**config.mk**
```make
export PLATFORM = sky130hd
export DESIGN_NAME = edge_point_reader
export DESIGN_NICKNAME = d
export VERILOG_FILES = /design/src/rtl/edge_point_reader.sv
export SDC_FILE = /design/constraint.sdc
export NUM_CORES = 1
export LEC_CHECK = 0
export BUFFER_PORTS_ARGS = -buffer_cell sky130_fd_sc_hd__buf_2
export CAP_MARGIN = 20
export CORE_MARGIN = 2
export CORE_UTILIZATION = 55
export CTS_BUF_LIST = sky130_fd_sc_hd__clkbuf_8
export CTS_CLUSTER_DIAMETER = 80
export DETAILED_ROUTE_END_ITERATION = 7
export GPL_ROUTABILITY_DRIVEN = 0
export PLACE_DENSITY_LB_ADDON = 0.05
export SLEW_MARGIN = 5
export SYNTH_ARGS = -nofsm -noshare
export SYNTH_HDL_FRONTEND = slang
export SYNTH_SLANG_ARGS = --single-unit
```
**constraint.sdc**
```tcl
create_clock -name clk -period 3.3 [get_ports clk]
set_clock_uncertainty 0.1 [all_clocks]
set_input_delay 0.495 -clock clk [delete_from_list [all_inputs] [get_ports clk]]
set_output_delay 0.495 -clock clk [all_outputs]
set_load 0.05 [all_outputs]
```
**src/rtl/edge_point_reader.sv**
```systemverilog
// rtl/edge_point_reader.sv - raster-scans the labelled edge BRAM and streams (x,y) of pixels matching a bin
module edge_point_reader #(
    parameter int H_PIXELS     = 640,
    parameter int V_PIXELS     = 480,
    parameter int READ_LATENCY = 2,
    parameter int FIFO_DEPTH   = 8
) (
    input  logic        clk,
    input  logic        rst_n,
    input  logic        start,
    input  logic [2:0]  bin_sel,
    output logic [18:0] edge_addr_read,
    input  logic [2:0]  bram_read,
    output logic        point_valid,
    input  logic        point_ready,
    output logic [9:0]  point_x,
    output logic [8:0]  point_y,
    output logic [11:0] point_count,
    output logic        busy,
    output logic        done
);
    localparam int PW = $clog2(FIFO_DEPTH);
    localparam int CW = PW + 1;
    localparam logic [18:0] LAST_ADDR = 19'(H_PIXELS * V_PIXELS - 1);
    localparam logic [9:0]  LAST_X    = 10'(H_PIXELS - 1);
    localparam logic [8:0]  LAST_Y    = 9'(V_PIXELS - 1);

    typedef enum logic [1:0] {IDLE, SCAN, DRAIN, FIN} state_t;

    state_t          state_q, state_d;
    logic [2:0]      bin_q, bin_d;
    logic [9:0]      x_q, x_d;
    logic [8:0]      y_q, y_d;
    logic [18:0]     addr_q, addr_d;
    logic [11:0]     count_q, count_d;
    logic            busy_q, busy_d;
    logic            done_q, done_d;

    logic            pipe_v_q [READ_LATENCY];
    logic            pipe_v_d [READ_LATENCY];
    logic [9:0]      pipe_x_q [READ_LATENCY];
    logic [9:0]      pipe_x_d [READ_LATENCY];
    logic [8:0]      pipe_y_q [READ_LATENCY];
    logic [8:0]      pipe_y_d [READ_LATENCY];

    logic [18:0]     fifo_mem_q [FIFO_DEPTH];
    logic [18:0]     fifo_mem_d [FIFO_DEPTH];
    logic [PW-1:0]   wr_ptr_q, wr_ptr_d, rd_ptr_q, rd_ptr_d;
    logic [CW-1:0]   fifo_cnt_q, fifo_cnt_d;

    logic [CW-1:0]   inflight;
    logic [CW-1:0]   free_cnt;
    logic            issue, push, pop;
    logic [18:0]     head;

    always_comb begin
        state_d    = state_q;
        bin_d      = bin_q;
        x_d        = x_q;
        y_d        = y_q;
        addr_d     = addr_q;
        count_d    = count_q;
        busy_d     = busy_q;
        done_d     = done_q;
        pipe_v_d   = pipe_v_q;
        pipe_x_d   = pipe_x_q;
        pipe_y_d   = pipe_y_q;
        fifo_mem_d = fifo_mem_q;
        wr_ptr_d   = wr_ptr_q;
        rd_ptr_d   = rd_ptr_q;
        fifo_cnt_d = fifo_cnt_q;

        inflight = '0;
        for (int i = 0; i < READ_LATENCY; i++) begin
            inflight = inflight + CW'(pipe_v_q[i]);
        end
        free_cnt = CW'(FIFO_DEPTH) - fifo_cnt_q;
        // Every read in flight has a reserved FIFO slot, so a push can never overflow.
        issue = (state_q == SCAN) && (free_cnt > inflight);
        head  = fifo_mem_q[rd_ptr_q];
        pop   = (fifo_cnt_q != '0) && point_ready;
        push  = pipe_v_q[READ_LATENCY-1] && (bram_read != 3'd0) &&
                ((bin_q == 3'd0) || (bram_read == bin_q));

        pipe_v_d[0] = issue;
        pipe_x_d[0] = x_q;
        pipe_y_d[0] = y_q;
        for (int i = 1; i < READ_LATENCY; i++) begin
            pipe_v_d[i] = pipe_v_q[i-1];
            pipe_x_d[i] = pipe_x_q[i-1];
            pipe_y_d[i] = pipe_y_q[i-1];
        end

        if (push) begin
            fifo_mem_d[wr_ptr_q] = {pipe_y_q[READ_LATENCY-1], pipe_x_q[READ_LATENCY-1]};
            wr_ptr_d = wr_ptr_q + 1'b1;
        end
        if (pop) begin
            rd_ptr_d = rd_ptr_q + 1'b1;
            if (count_q != 12'hFFF) begin
                count_d = count_q + 12'd1;
            end
        end
        case ({push, pop})
            2'b10:   fifo_cnt_d = fifo_cnt_q + 1'b1;
            2'b01:   fifo_cnt_d = fifo_cnt_q - 1'b1;
            default: fifo_cnt_d = fifo_cnt_q;
        endcase

        case (state_q)
            IDLE: begin
                if (start) begin
                    bin_d   = bin_sel;
                    x_d     = '0;
                    y_d     = '0;
                    addr_d  = '0;
                    count_d = '0;
                    done_d  = 1'b0;
                    busy_d  = 1'b1;
                    state_d = SCAN;
                end
            end
            SCAN: begin
                if (issue) begin
                    if (addr_q == LAST_ADDR) begin
                        state_d = DRAIN;
                    end else begin
                        addr_d = addr_q + 19'd1;
                        if (x_q == LAST_X) begin
                            x_d = '0;
                            y_d = (y_q == LAST_Y) ? y_q : y_q + 9'd1;
                        end else begin
                            x_d = x_q + 10'd1;
                        end
                    end
                end
            end
            DRAIN: begin
                if ((inflight == '0) && (fifo_cnt_q == '0)) begin
                    state_d = FIN;
                end
            end
            FIN: begin
                busy_d  = 1'b0;
                done_d  = 1'b1;
                state_d = IDLE;
            end
            default: state_d = IDLE;
        endcase
    end

    always_ff @(posedge clk or negedge rst_n) begin
        if (!rst_n) begin
            state_q    <= IDLE;
            bin_q      <= '0;
            x_q        <= '0;
            y_q        <= '0;
            addr_q     <= '0;
            count_q    <= '0;
            busy_q     <= 1'b0;
            done_q     <= 1'b0;
            wr_ptr_q   <= '0;
            rd_ptr_q   <= '0;
            fifo_cnt_q <= '0;
            for (int i = 0; i < READ_LATENCY; i++) begin
                pipe_v_q[i] <= 1'b0;
                pipe_x_q[i] <= '0;
                pipe_y_q[i] <= '0;
            end
            for (int i = 0; i < FIFO_DEPTH; i++) begin
                fifo_mem_q[i] <= '0;
            end
        end else begin
            state_q    <= state_d;
            bin_q      <= bin_d;
            x_q        <= x_d;
            y_q        <= y_d;
            addr_q     <= addr_d;
            count_q    <= count_d;
            busy_q     <= busy_d;
            done_q     <= done_d;
            wr_ptr_q   <= wr_ptr_d;
            rd_ptr_q   <= rd_ptr_d;
            fifo_cnt_q <= fifo_cnt_d;
            pipe_v_q   <= pipe_v_d;
            pipe_x_q   <= pipe_x_d;
            pipe_y_q   <= pipe_y_d;
            fifo_mem_q <= fifo_mem_d;
        end
    end

    assign edge_addr_read = addr_q;
    assign point_valid    = (fifo_cnt_q != '0);
    assign point_x        = head[9:0];
    assign point_y        = head[18:10];
    assign point_count    = count_q;
    assign busy           = busy_q;
    assign done           = done_q;
endmodule

```
==> After elaboration in Yosys (flattened, before gate mapping) <==
Cells that the tools add are included.
W data, S select, Z words.
{ "totals": {"in_bits": 10, "ff_bits": 259, "mem_count": 0, "ramBits": 0, "output_inout_bits": 53, "elab_cells": 114, "mem_bits_ro": 0, "latch_bits": 0} }
{ "classes": {"n_reduce_logical": 21, "n_eq_ne": 17, "mux": 35, "n_div": 0, "bitwise_logic": 2, "n_lt_le_gt_ge": 4, "mul": 0, "add_sub_neg": 10, "shifts": 0} }
{ "op_table": {"columns": ["cell", "n"], "rows": [
  ["$bwmux W152", 1],
  ["$mux W19", 6],
  ["$bmux W19 S3", 1],
  ["$demux W19 S3", 1],
  ["$mux W12", 4],
  ["$mux W9", 5],
  ["$mux W10", 4],
  ["$pmux W19 S2", 1],
  ["$pmux W10 S2", 1],
  ["$add A19 B1 Y19 const B", 1],
  ["$eq A19 B19 Y1 const B", 1],
  ["$pmux W9 S2", 1],
  ["$add A12 B1 Y12 const B", 1],
  ["$ne A12 B12 Y1 const B", 1],
  ["$add A10 B1 Y10 const B", 1],
  ["$eq A10 B10 Y1 const B", 1],
  ["$ne A2 B2 Y1 const B", 5],
  ["$add A9 B1 Y9 const B", 1],
  ["$eq A9 B9 Y1 const B", 1],
  ["$ge A4 B4 Y1 const B", 2],
  ["$logic_not A4 Y1", 2],
  ["$mux W2", 4],
  ["$not A3 Y4", 2],
  ["$pmux W2 S4", 1],
  ["24 further kinds", 40]
]} }

==> Logic depth before layout (Yosys ltp) <==
{ "logic_depth": {"ltp_word": 6, "depth_mapped": 13, "mapped_depth_nobuf": 12} }

==> Least setup slack after synthesis <==
OpenSTA, ideal clock, no wires.
{ "synth_timing": {"kind": "reg2reg", "start": "register fifo_cnt_q[0]", "end": "register fifo_cnt_q[2]", "arrival_time_ps": 2906, "period_less_slack_ps": 3132, "setup_time_ps": 127, "setup_slack_ps": 168, "path_stages_with_launch": 14, "path_buffers": 1, "required_time_ps": 3073, "cell_sequence": "dfrtp_1 inv_1 ha_1 or3b_2 clkbuf_1 nand2_1 inv_1 ha_1 xor2_1 ha_1 a21oi_1 xor2_1 nor2_1 xor2_1"} }
{ "synth_via": {"elab_chain_cells": 4, "word_cells_on_any_way": 8, "classes_between": "2 x add/sub; 2 x eq/ne; 1 x mux; 3 x reduce/logical"} }
{ "synth_lines": {"columns": ["element", "line_no", "text"], "rows": [
  ["start: declaration", "49", "logic [CW-1:0] fifo_cnt_q, fifo_cnt_d;"],
  ["start signal: assignment", "184", "fifo_cnt_q <= fifo_cnt_d;"],
  ["$reduce_bool A4 Y1 (*)", null, null],
  ["via point_valid", "14", "output logic point_valid,"],
  ["$logic_and A1 B1 Y1 (*)", "81", "pop = (fifo_cnt_q != '0) && point_ready;"],
  ["$eq A2 B1 Y1 / $eq A2 B2 Y1 (equally long branches)", "104", "case ({push, pop})"],
  ["$pmux W4 S2 / $reduce_bool A2 Y1 (equally long branches)", null, null]
]} }
The timed path passes the listed nets; every way through them passes the cells marked *.
A chain may end at the register's enable or synchronous reset.

==> Final worst setup path <==
{ "layout_timing": {"start": "register rd_ptr_q[0]", "end": "output point_x[9]"} }
{ "layout_via": {"elab_chain_cells": 4} }
{ "layout_lines": {"columns": ["element", "line_no", "text"], "rows": [
  ["start: declaration", "48", "logic [PW-1:0] wr_ptr_q, wr_ptr_d, rd_ptr_q, rd_ptr_d;"],
  ["start signal: assignment", "183", "rd_ptr_q <= rd_ptr_d;"],
  ["$not A3 Y4 (implied by the code)", "80", "head = fifo_mem_q[rd_ptr_q];"],
  ["$bmux W19 S3", "80", null],
  ["$mux W19 (implied by the code) (2 in a row)", "80", null],
  ["end: declaration", "16", "output logic [9:0] point_x,"]
]} }
Every way passes these cells. The select of a mux whose other input is x is not followed.

==> metrics.md <==
| Metric | Value |
|---|---|
| Status | `finished clean` |
| Initial antenna violation count | `0` |
| CTS tree | `done` |
| Layout cells sized above 1 | `0.389` |
| Slowest stage delay, CP | `0.65 ns` |
| Power share of the combinational group | `0.316` |
| Postcts setup bufs | `0` |
| Slowest cell on crit path | `dfrtp_2` |
| TNS Setup | `0 ns` |
| H-tree Lvls | `2` |
| Worst Hold Launch | `bin_sel[2]` |
| IO Count | `63` |
| Hold Violations, Final | `0` |
| Resized cells post-CTS | `0` |
| CTS sink count | `259` |
| Reg power frac | `0.416` |
| Post-synthesis async set-or-reset flop share | `1.00` |
| Setup-failing EPs final | `0` |
| Worst Path Max Fanout | `10` |
| Port Buffer Count | `62` |
| DR pass1 iterations | `4` |
| Cells after Synth | `847` |
| FF/Latch Area | `6480 µm²` |
| Max-slew violation count | `0` |
| Internal power | `6.96 mW` |
| RSZ-0062 raised after global routing | `no` |
| Final worst slack | `0.267 ns` |
| Antenna-violating nets left | `0` |
| Pre-CTS setup slack | `0.380 ns` |
| Switching Fraction | `0.354` |
| Die height | `150 µm` |
| Worst-margin pin slew | `0.804 ns` |
| Register area share after synthesis | `0.557` |
| Psw | `3.81 mW` |
| Synth Register Bits | `259` |
| Relative slew margins | `0.464` |
| Multi-input gate area | `4920 µm²` |
| # rows | `53` |
| Utilization after layout | `0.637` |
| Leakage power | `6.50 nW` |
| Wirelength per Cell | `19.2 µm` |
| CTS clk-pin slew, worst paths | `0.06 ns` |
| Root Buffer | `clkbuf_8` |
| Ys Warns | `0` |
| Die Wd | `150 µm` |
| Starting Density | `0.557` |
| Max_cap viols | `0` |
| Final Cycle Share | `0.919` |
| Worst hold slack | `0.0935 ns` |
| Clk buf depth | `3` |
| Crit path cell chain | `buf_12 > mux4_2 > mux2_2 > buf_2` |
| Min-delay worst type | `input port to flop` |
| CTS buffer count | `43` |
| Pin count of the biggest net entering global routing | `90` |
| Crit start category | `flop` |
| Vias in the first global route | `7739` |
| Initial drt markers | `296` |
| Vias | `7184` |
| Most common flop cell mapped by yosys | `dfrtp_1` |
| Critical path's top delay family | `multiplexers` |
| WL final | `24000 µm` |
| DR DRC count | `0` |
| Die area | `22400 µm²` |
| Avg Inst Size Synth | `13.7 µm²` |
| Most frequent cells in the layout | `dfrtp_1 (258), mux2_2 (180), buf_2 (61), clkbuf_8 (58)` |
| Worst path arrival time | `2.44 ns` |
| N_diodes | `0` |
| WS Path Type | `flop to output pin` |
| Worst path bufs/invs | `2` |
| Minimum clock period | `3.03 ns` |
| VDD IR max | `538 µV` |
| Clock Latency Late Sink | `0.55 ns` |
| Setup crit end kind | `output pin` |
| Clock power frac | `0.267` |
| CP Launch Point | `rd_ptr_q[0]` |
| Most common cell after layout, fill and taps aside | `dfrtp_1` |
| FMAX | `330 MHz` |
| Grt total ovfl | `0` |
| Worst r2r src | `fifo_cnt_q[0]` |
| Cell area after synthesis | `11600 µm²` |
| First-pass GRT wire length | `39600 µm` |
| P&R area growth vs syn | `14.2%` |
| Hold buffer count at cts | `1` |
| Final total power | `10.8 mW` |
| Vias per inst | `5.76` |
| Pwr per Cell Area | `809 nW/µm²` |
| Fillers | `1621` |
| CORE AREA | `20900 µm²` |
| Number of synthesized flops with an enable pin | `0` |
| Fin nets | `968` |
| Mapped Nets | `875` |
| Critical Path RT | `2.70 ns` |
| All-Layer GR Usage | `0.226` |
| DP HPWL | `15100 µm` |
| Post-synth cell types | `54` |
cells in the mapped netlist, drive strengths merged (3+ instances only):
cell type / number / area [µm²]
a31oi: 4 / 25.0
o21ai: 25 / 125
inv: 16 / 60.1
nor4: 11 / 68.8
nor3: 17 / 90.1
and3: 10 / 62.6
ha: 18 / 225
xor2: 9 / 78.8
o31ai: 4 / 30.0
nand4: 10 / 92.6
nor2: 45 / 169
nand3: 24 / 158
xnor2: 25 / 219
buf: 20 / 111
mux2: 180 / 2030
clkbuf: 19 / 71.3
o221ai: 5 / 61.3
or3: 4 / 25.0
and2: 4 / 25.0
nor4bb: 3 / 30.0
nand3b: 7 / 52.6
mux2i: 4 / 40.0
nand2: 45 / 169
dfrtp: 259 / 6480
a21oi: 11 / 55.1
mux4: 38 / 856
layer usage:
layer  wire (µm)  global-route usage  vias up
li1            -                   -     3290
met4         457              0.0790        0
met2       12000               0.378      152
met3         923              0.0378       35
met5           0                   0        -
met1       10600               0.300     3707
power by group through the flow:
| stage | combinational (mW) | sequential (mW) | clock (mW) |
|---|---|---|---|
| final | 3.41 | 4.48 | 2.88 |
| after global routing | 3.69 | 4.60 | 3.12 |
| after CTS | 3.44 | 4.48 | 2.97 |
| after detailed placement | 3.43 | 4.53 | 0 |
| after global placement | 3.32 | 4.46 | 0 |
| after floorplan | 2.39 | 4.51 | 0 |
per-stage QoR:
| step | std cells | instance area (µm²) |
|---|---|---|
| global placement | 1169 | 12400 |
| global route | 1247 | 13300 |
| finish | 1247 | 13300 |
| CTS | 1247 | 13300 |
| detailed placement | 1169 | 12400 |
| floorplan | 847 | 11600 |
path summary, 6_finish.rpt:
kind | cells after the start | end | slack (ns)
min reg2reg | 0 | pipe_x_q[8] | 0.25
max reg2reg | 12 | fifo_cnt_q[2] | 0.40
min | 2 | bin_q[2] | 0.09
max in group asynchronous | 3 | bin_q[1] | 1.86
min in group asynchronous | 2 | fifo_mem_q[6] | 0.46
max | 4 | point_x[9] | 0.27
cells by family (layout without fill, tap and decap cells):
family,count (synthesis),after routing,share of synthesized area
muxes,222,222,0.251
buffers and inverters,56,181,0.0212
xor gates and xnor gates,34,34,0.0256
and+or+nand+nor,193,193,0.0892
adders and majority gates,18,18,0.0193
AOI/OAI and AO/OA,65,65,0.0372
DFF,259,259,0.557
flip-flops by register name, summed over array words and instances, names as in the netlist, 2 cells and up:
signal / count
bin_q: 3
edge_addr_read: 19
fifo_cnt_q: 4
fifo_mem_q: 152
pipe_x_d: 10
pipe_x_q: 10
pipe_y_d: 9
pipe_y_q: 9
point_count: 12
rd_ptr_q: 3
state_q: 2
wr_ptr_q: 3
x_q: 10
y_q: 9
layout make-up:
| class | count | area share |
|---|---|---|
| Multi-Input combinational cell | 532 | 0.370 |
| Inverter | 17 | 0.00480 |
| Clock buffer | 58 | 0.0600 |
| Clock inverter | 19 | 0.00837 |
| Timing Repair Buffer | 87 | 0.0440 |
| Sequential cell | 259 | 0.487 |
| Tap cell | 275 | 0.0259 |
(Power assumes the default switching activity.)
